===== config.mk =====
export PLATFORM = sky130hd
export DESIGN_NAME = seq_detector_param
export DESIGN_NICKNAME = d
export VERILOG_FILES = /design/src/rtl/seq_detector_param.sv
export SDC_FILE = /design/constraint.sdc
export NUM_CORES = 1
export LEC_CHECK = 0
export CORE_MARGIN = 3
export CORE_UTILIZATION = 30
export CTS_CLUSTER_DIAMETER = 80
export DETAILED_ROUTE_END_ITERATION = 6
export HOLD_SLACK_MARGIN = 0.05
export SYNTH_ARGS = -nofsm -noshare
export SYNTH_HDL_FRONTEND = slang
export SYNTH_SLANG_ARGS = --single-unit

===== constraint.sdc =====
create_clock -name clk -period 5.12 [get_ports clk]
set_input_delay 1.024 -clock clk [delete_from_list [all_inputs] [get_ports clk]]
set_output_delay 1.024 -clock clk [all_outputs]
set_load 0.01 [all_outputs]

===== src/rtl/seq_detector_param.sv =====
// Parametrised serial pattern detector with valid qualification, selectable
// overlap and Mealy/Moore output, plus a saturating match counter and even parity.
module seq_detector_param #(
   parameter int             N       = 4,
   parameter logic [N-1:0]   PATTERN = 4'b0110,
   parameter bit             OVERLAP = 1'b1,
   parameter bit             MOORE   = 1'b0,
   parameter int             CNT_W   = 8
) (
   input  logic             clk,
   input  logic             reset,
   input  logic             x,
   input  logic             x_valid,
   output logic             z,
   output logic [CNT_W-1:0] match_count,
   output logic             even_par
);

   localparam int             FW       = $clog2(N);
   localparam logic [FW-1:0]  FILL_MAX = FW'(N - 1);

   logic [N-2:0]  hist;
   logic [FW-1:0] fill;
   logic [N-1:0]  cand;
   logic          hit;

   // The newest bit completes the candidate; fill keeps us from matching stale zeros
   assign cand = {hist, x};
   assign hit  = x_valid && (fill == FILL_MAX) && (cand == PATTERN);

   // History, fill level, match counter and parity advance only on accepted bits
   always_ff @(posedge clk) begin
      if (reset) begin
         hist        <= '0;
         fill        <= '0;
         match_count <= '0;
         even_par    <= 1'b1;
      end else if (x_valid) begin
         hist     <= cand[N-2:0];
         even_par <= even_par ^ x;
         if (hit && !OVERLAP) begin
            fill <= '0;
         end else if (fill != FILL_MAX) begin
            fill <= fill + 1'b1;
         end
         if (hit && !(&match_count)) begin
            match_count <= match_count + 1'b1;
         end
      end
   end

   generate
      if (MOORE) begin : g_moore
         logic z_q;

         // Registered indication holds across idle cycles until the next accepted bit
         always_ff @(posedge clk) begin
            if (reset) begin
               z_q <= 1'b0;
            end else if (x_valid) begin
               z_q <= hit;
            end
         end

         assign z = z_q;
      end else begin : g_mealy
         assign z = hit;
      end
   endgenerate

endmodule


* After elaboration in Yosys (flattened, before gate mapping) *
Index checks and enable logic that the tools add are counted.

storage, ports and cells
  memory bits (writable) = 0
  bits of input ports = 4
  bits in registers = 14
  output and inout bits = 10
  logic and storage cells = 17
  memory bits (read-only) = 0
  memories = 0
  latch bits = 0

cells by class
  reduce and logical (&&, ||, !) cells = 7
  add/sub/neg operators = 2
  $lt $le $gt $ge = 0
  bitwise operators = 1
  div/mod/pow operators = 0
  muxes and demuxes = 0
  shift-type cells = 0
  equality and inequality tests = 3
  multiply operators = 0

operators with widths
  operator             count
  $add 8x1->8 const B  1
  $reduce_and 8->1     1
  $eq 4x3->1 const B   1
  $reduce_and 2->1     2
  $logic_and 1x1->1    3
  $add 2x1->2 const B  1
  $eq 2x2->1 const B   1
  $ne 2x2->1 const B   1
  $logic_not 1->1      1
  $xor 1x1->1          1

* Depth between registers and ports, before layout *
  depth in word-level cells = 5
  depth in mapped cells = 5
  gate-level depth less buffers = 5

* Worst setup path before layout *
Ideal clock, no wire load.

  kind = input port to output port
  from = input x
  to = output z
  stages on the path = 2
  path buffers = 0
  required time = 4.096 ns
  arrival = 1.451 ns
  path slack = 2.645 ns
  cells stage by stage = nand4bb_4 nor2_1

on the way
  word-level cells in the longest chain between the ends = 2

RTL lines
  item               line  RTL
  start, declared    12    input logic x,
  $eq 4x3->1         29    assign hit = x_valid && (fill == FILL_MAX) && (cand == PATTERN);
  $logic_and 1x1->1  29
  end, declared      14    output logic z,

Every way passes these cells.

* Worst setup path after layout *
  from = input x_valid
  to = output z

on the way
  word-level cells in the longest chain between the ends = 2

RTL lines
  item                            line  RTL
  start, declared                 13    input logic x_valid,
  $logic_and 1x1->1 (2 in a row)  29

Every way passes these cells.

==> run summary <==
syn nets = 75
clk slew on worst S/H paths = 0.08 ns
die area = 2750 µm²
crit-path most repeated cell = clkdlybuf4s50_1
DP Cell Count = 108
Final Hold Viols = 0
Slew headroom = 63.1%
hold path startpoint = hist[2]
worst skew pair latency = 0.28 ns
dominant cell type by area after synthesis = dfxtp_1
drt total wl = 1.25 mm
non-filler cells, final = 112
post-route ant nets = 0
nets@finish = 92
WP data required = 4.10 ns
row cnt = 16
Yosys reg bits = 14
CP Capture Type = output pin
sequential power share = 54.9%
Slowest-stage cell, CP = clkdlybuf4s50_1
Post-Syn Area = 647 µm²
die height = 52.4 µm
CP startpoint kind = input port
r2r startpoint = match_count[0]
Root Driver = clkbuf_4
critical path cell sequence = clkdlybuf4s50_1, nand2_2, nor2_1, clkdlybuf4s50_1
Slew Viols, Final = 0
antenna violations before repair = 0
worst path bufs/invs = 2
Vias/cell = 4.76
status = completed
H-Tree Depth = 1
dpl ws = 1.62 ns
Setup Buffers After CTS = 0
leakage = 0.308 nW
Highest Clock Rate = 0.287 GHz
synthesis-to-finish area growth = 30.4%
core area = 2000 µm²
maximum VDD drop = 0.134 mV
Period minus WS final = 3.49 ns
overall power = 209 µW
Crit path max-delay family = buffers and inverters
clk buf depth = 2
Sum Neg Setup Slack = 0 ns
Gate power share = 7.2%
RSZ-0062 raised after global routing = no
cts hold-fix bufs = 0
clock sinks = 14
DP Wirelength = 915 µm
DRT Pass-1 Iters = 4
antenna cell count = 0
post-synth cell types = 26
Die Span X = 52.4 µm
post-cts sizing count = 0
Routed wire per std cell = 11.2 µm
vias in the first global route = 504
global-route wire length before repair = 2.22 mm
Worst Path Max Fanout = 7
Cell Pwr Density = 247 nW/µm²
WS Path Type = in -> out
I/O pin count = 14
1st-iter DRT viols = 8
Overflow after GRT = 0
Int Pwr = 163 µW
Psw = 45.2 µW
Mapped Cells = 69
worst slew pin tran = 0.552 ns
Ys Warns = 0
Setup WS post-layout = 1.63 ns
initial core utilization = 32.3%
via count = 533
final RePlAce weighted congestion = 0.746
Filler Cell Count = 207
top post-synthesis cells by area = dfxtp_1, nor2_1, mux2i_1
clock share of power = 37.9%
footprint of the multi-input gates = 359 µm²
largest net degree at the start of global routing = 17
PortBufs = 13
Switching Fraction = 21.7%
CTS tree = yes
Overall Global Routing Usage = 10.8%
max incr delay on CP = 0.62 ns
average size of a mapped cell = 9.37 µm²
crit share post-route = 68.1%
share of cells above drive strength 1 = 9.41%
Hold WC Path Type = reg -> reg
CP Launch Point = x_valid
maxcap violations = 0
Seq/Total Area, Yosys = 43.3%
Num CTS Buffers = 3
DRC Markers = 0
final setup vio count = 0
crit path DAT = 2.46 ns
clk_skew = 0.000436 ns
Reg area = 280 µm²
Synth top area share = 43.3%
==> power groups by stage <==
| stage | clock network [mW] | logic, mW | registers, mW |
|---|---|---|---|
| 3_5_place_dp | 0 | 0.0152 | 0.117 |
| 6_report | 0.0791 | 0.0150 | 0.114 |
| 5_1_grt | 0.0851 | 0.0168 | 0.115 |
| 3_3_place_gp | 0 | 0.0149 | 0.117 |
| 4_1_cts | 0.0806 | 0.0154 | 0.115 |
| 2_1_floorplan | 0 | 0.00864 | 0.117 |
==> per-stage QoR <==
stage / utilization, % / hold slack [ns] / area, µm²
after floorplan: - / 0.461 / 647
after global placement: 40.3 / 0.480 / 807
after detailed placement: 40.3 / 0.484 / 807
after CTS: 42.1 / 0.513 / 843
after global routing: 42.1 / 0.530 / 843
final: 42.1 / 0.510 / 843
==> routing by layer <==
| layer | vias up | part of all wire [%] | wire [µm] | GRT usage [%] |
|---|---|---|---|---|
| met1 | 244 | 50 | 619 | 14.6 |
| met2 | 10 | 45 | 561 | 15.7 |
| met4 | 0 | 1.4 | 17 | 2.55 |
| li1 | 277 | - | - | - |
| met5 | - | 0 | 0 | 0 |
| met3 | 2 | 4.1 | 51 | 4.27 |
==> area by class of cell <==
type / instances / share of cell area (%)
Clock buffer: 4 / 4.30
Timing Repair Buffer: 13 / 15.4
Sequential cell: 14 / 33.2
Inverter: 1 / 0.445
Multi-Input combinational cell: 53 / 42.6
Tap cell: 27 / 4.01
==> worst paths after layout <==
path | endpoint | slack (ns) | depth (start not counted)
min | hist[2] | 0.51 | 2
max reg2reg | match_count[7] | 3.32 | 5
min reg2reg | hist[2] | 0.51 | 2
max | z | 1.63 | 4
==> logic make-up after synthesis <==
| group | count (synthesis) | synth area share, % |
|---|---|---|
| and+or+nand+nor | 35 | 32.1 |
| muxes | 5 | 8.12 |
| xor gates and xnor gates | 4 | 5.42 |
| buffers and inverters | 2 | 1.16 |
| DFF | 14 | 43.3 |
| AOI/OAI and AO/OA | 7 | 6.00 |
| adders and majority gates | 2 | 3.87 |
==> Yosys cell counts (all sizes together) <==
cell type	count
dfxtp	14
nor2	11
nand3	5
a21oi	4
mux2i	3
nor2b	3
and3	2
ha	2
mux2	2
nand2	2
nand2b	2
nand4	2
nor3	2
o21ai	2
or3	2
xnor2	2
xor2	2
a211o	1
and4	1
clkbuf	1
inv	1
nand4bb	1
nor4	1
or2b	1
==> state kept, by name (all words and copies together), names as in the netlist <==
name,cells
fill,2
hist,3
match_count,8
even_par,1
==> worst register-to-register path, stage by stage (launching register included) <==
cell	delay (ns)
dfxtp_1	0.37
ha_1	0.26
and4_4	0.21
nor4_1	0.39
nand3_1	0.15
mux2_1	0.32
==> cells in the final DEF, fill, tap and decap left out, types with 3 or more instances in the layout <==
master | netlist | layout
dfxtp_1 | 14 | 14
clkdlybuf4s50_1 | 0 | 13
nor2_1 | 11 | 11
nand3_1 | 5 | 5
a21oi_1 | 4 | 4
mux2i_1 | 3 | 3
nor2b_1 | 3 | 3
clkbuf_4 | 0 | 3
(Power assumes the default switching activity.)
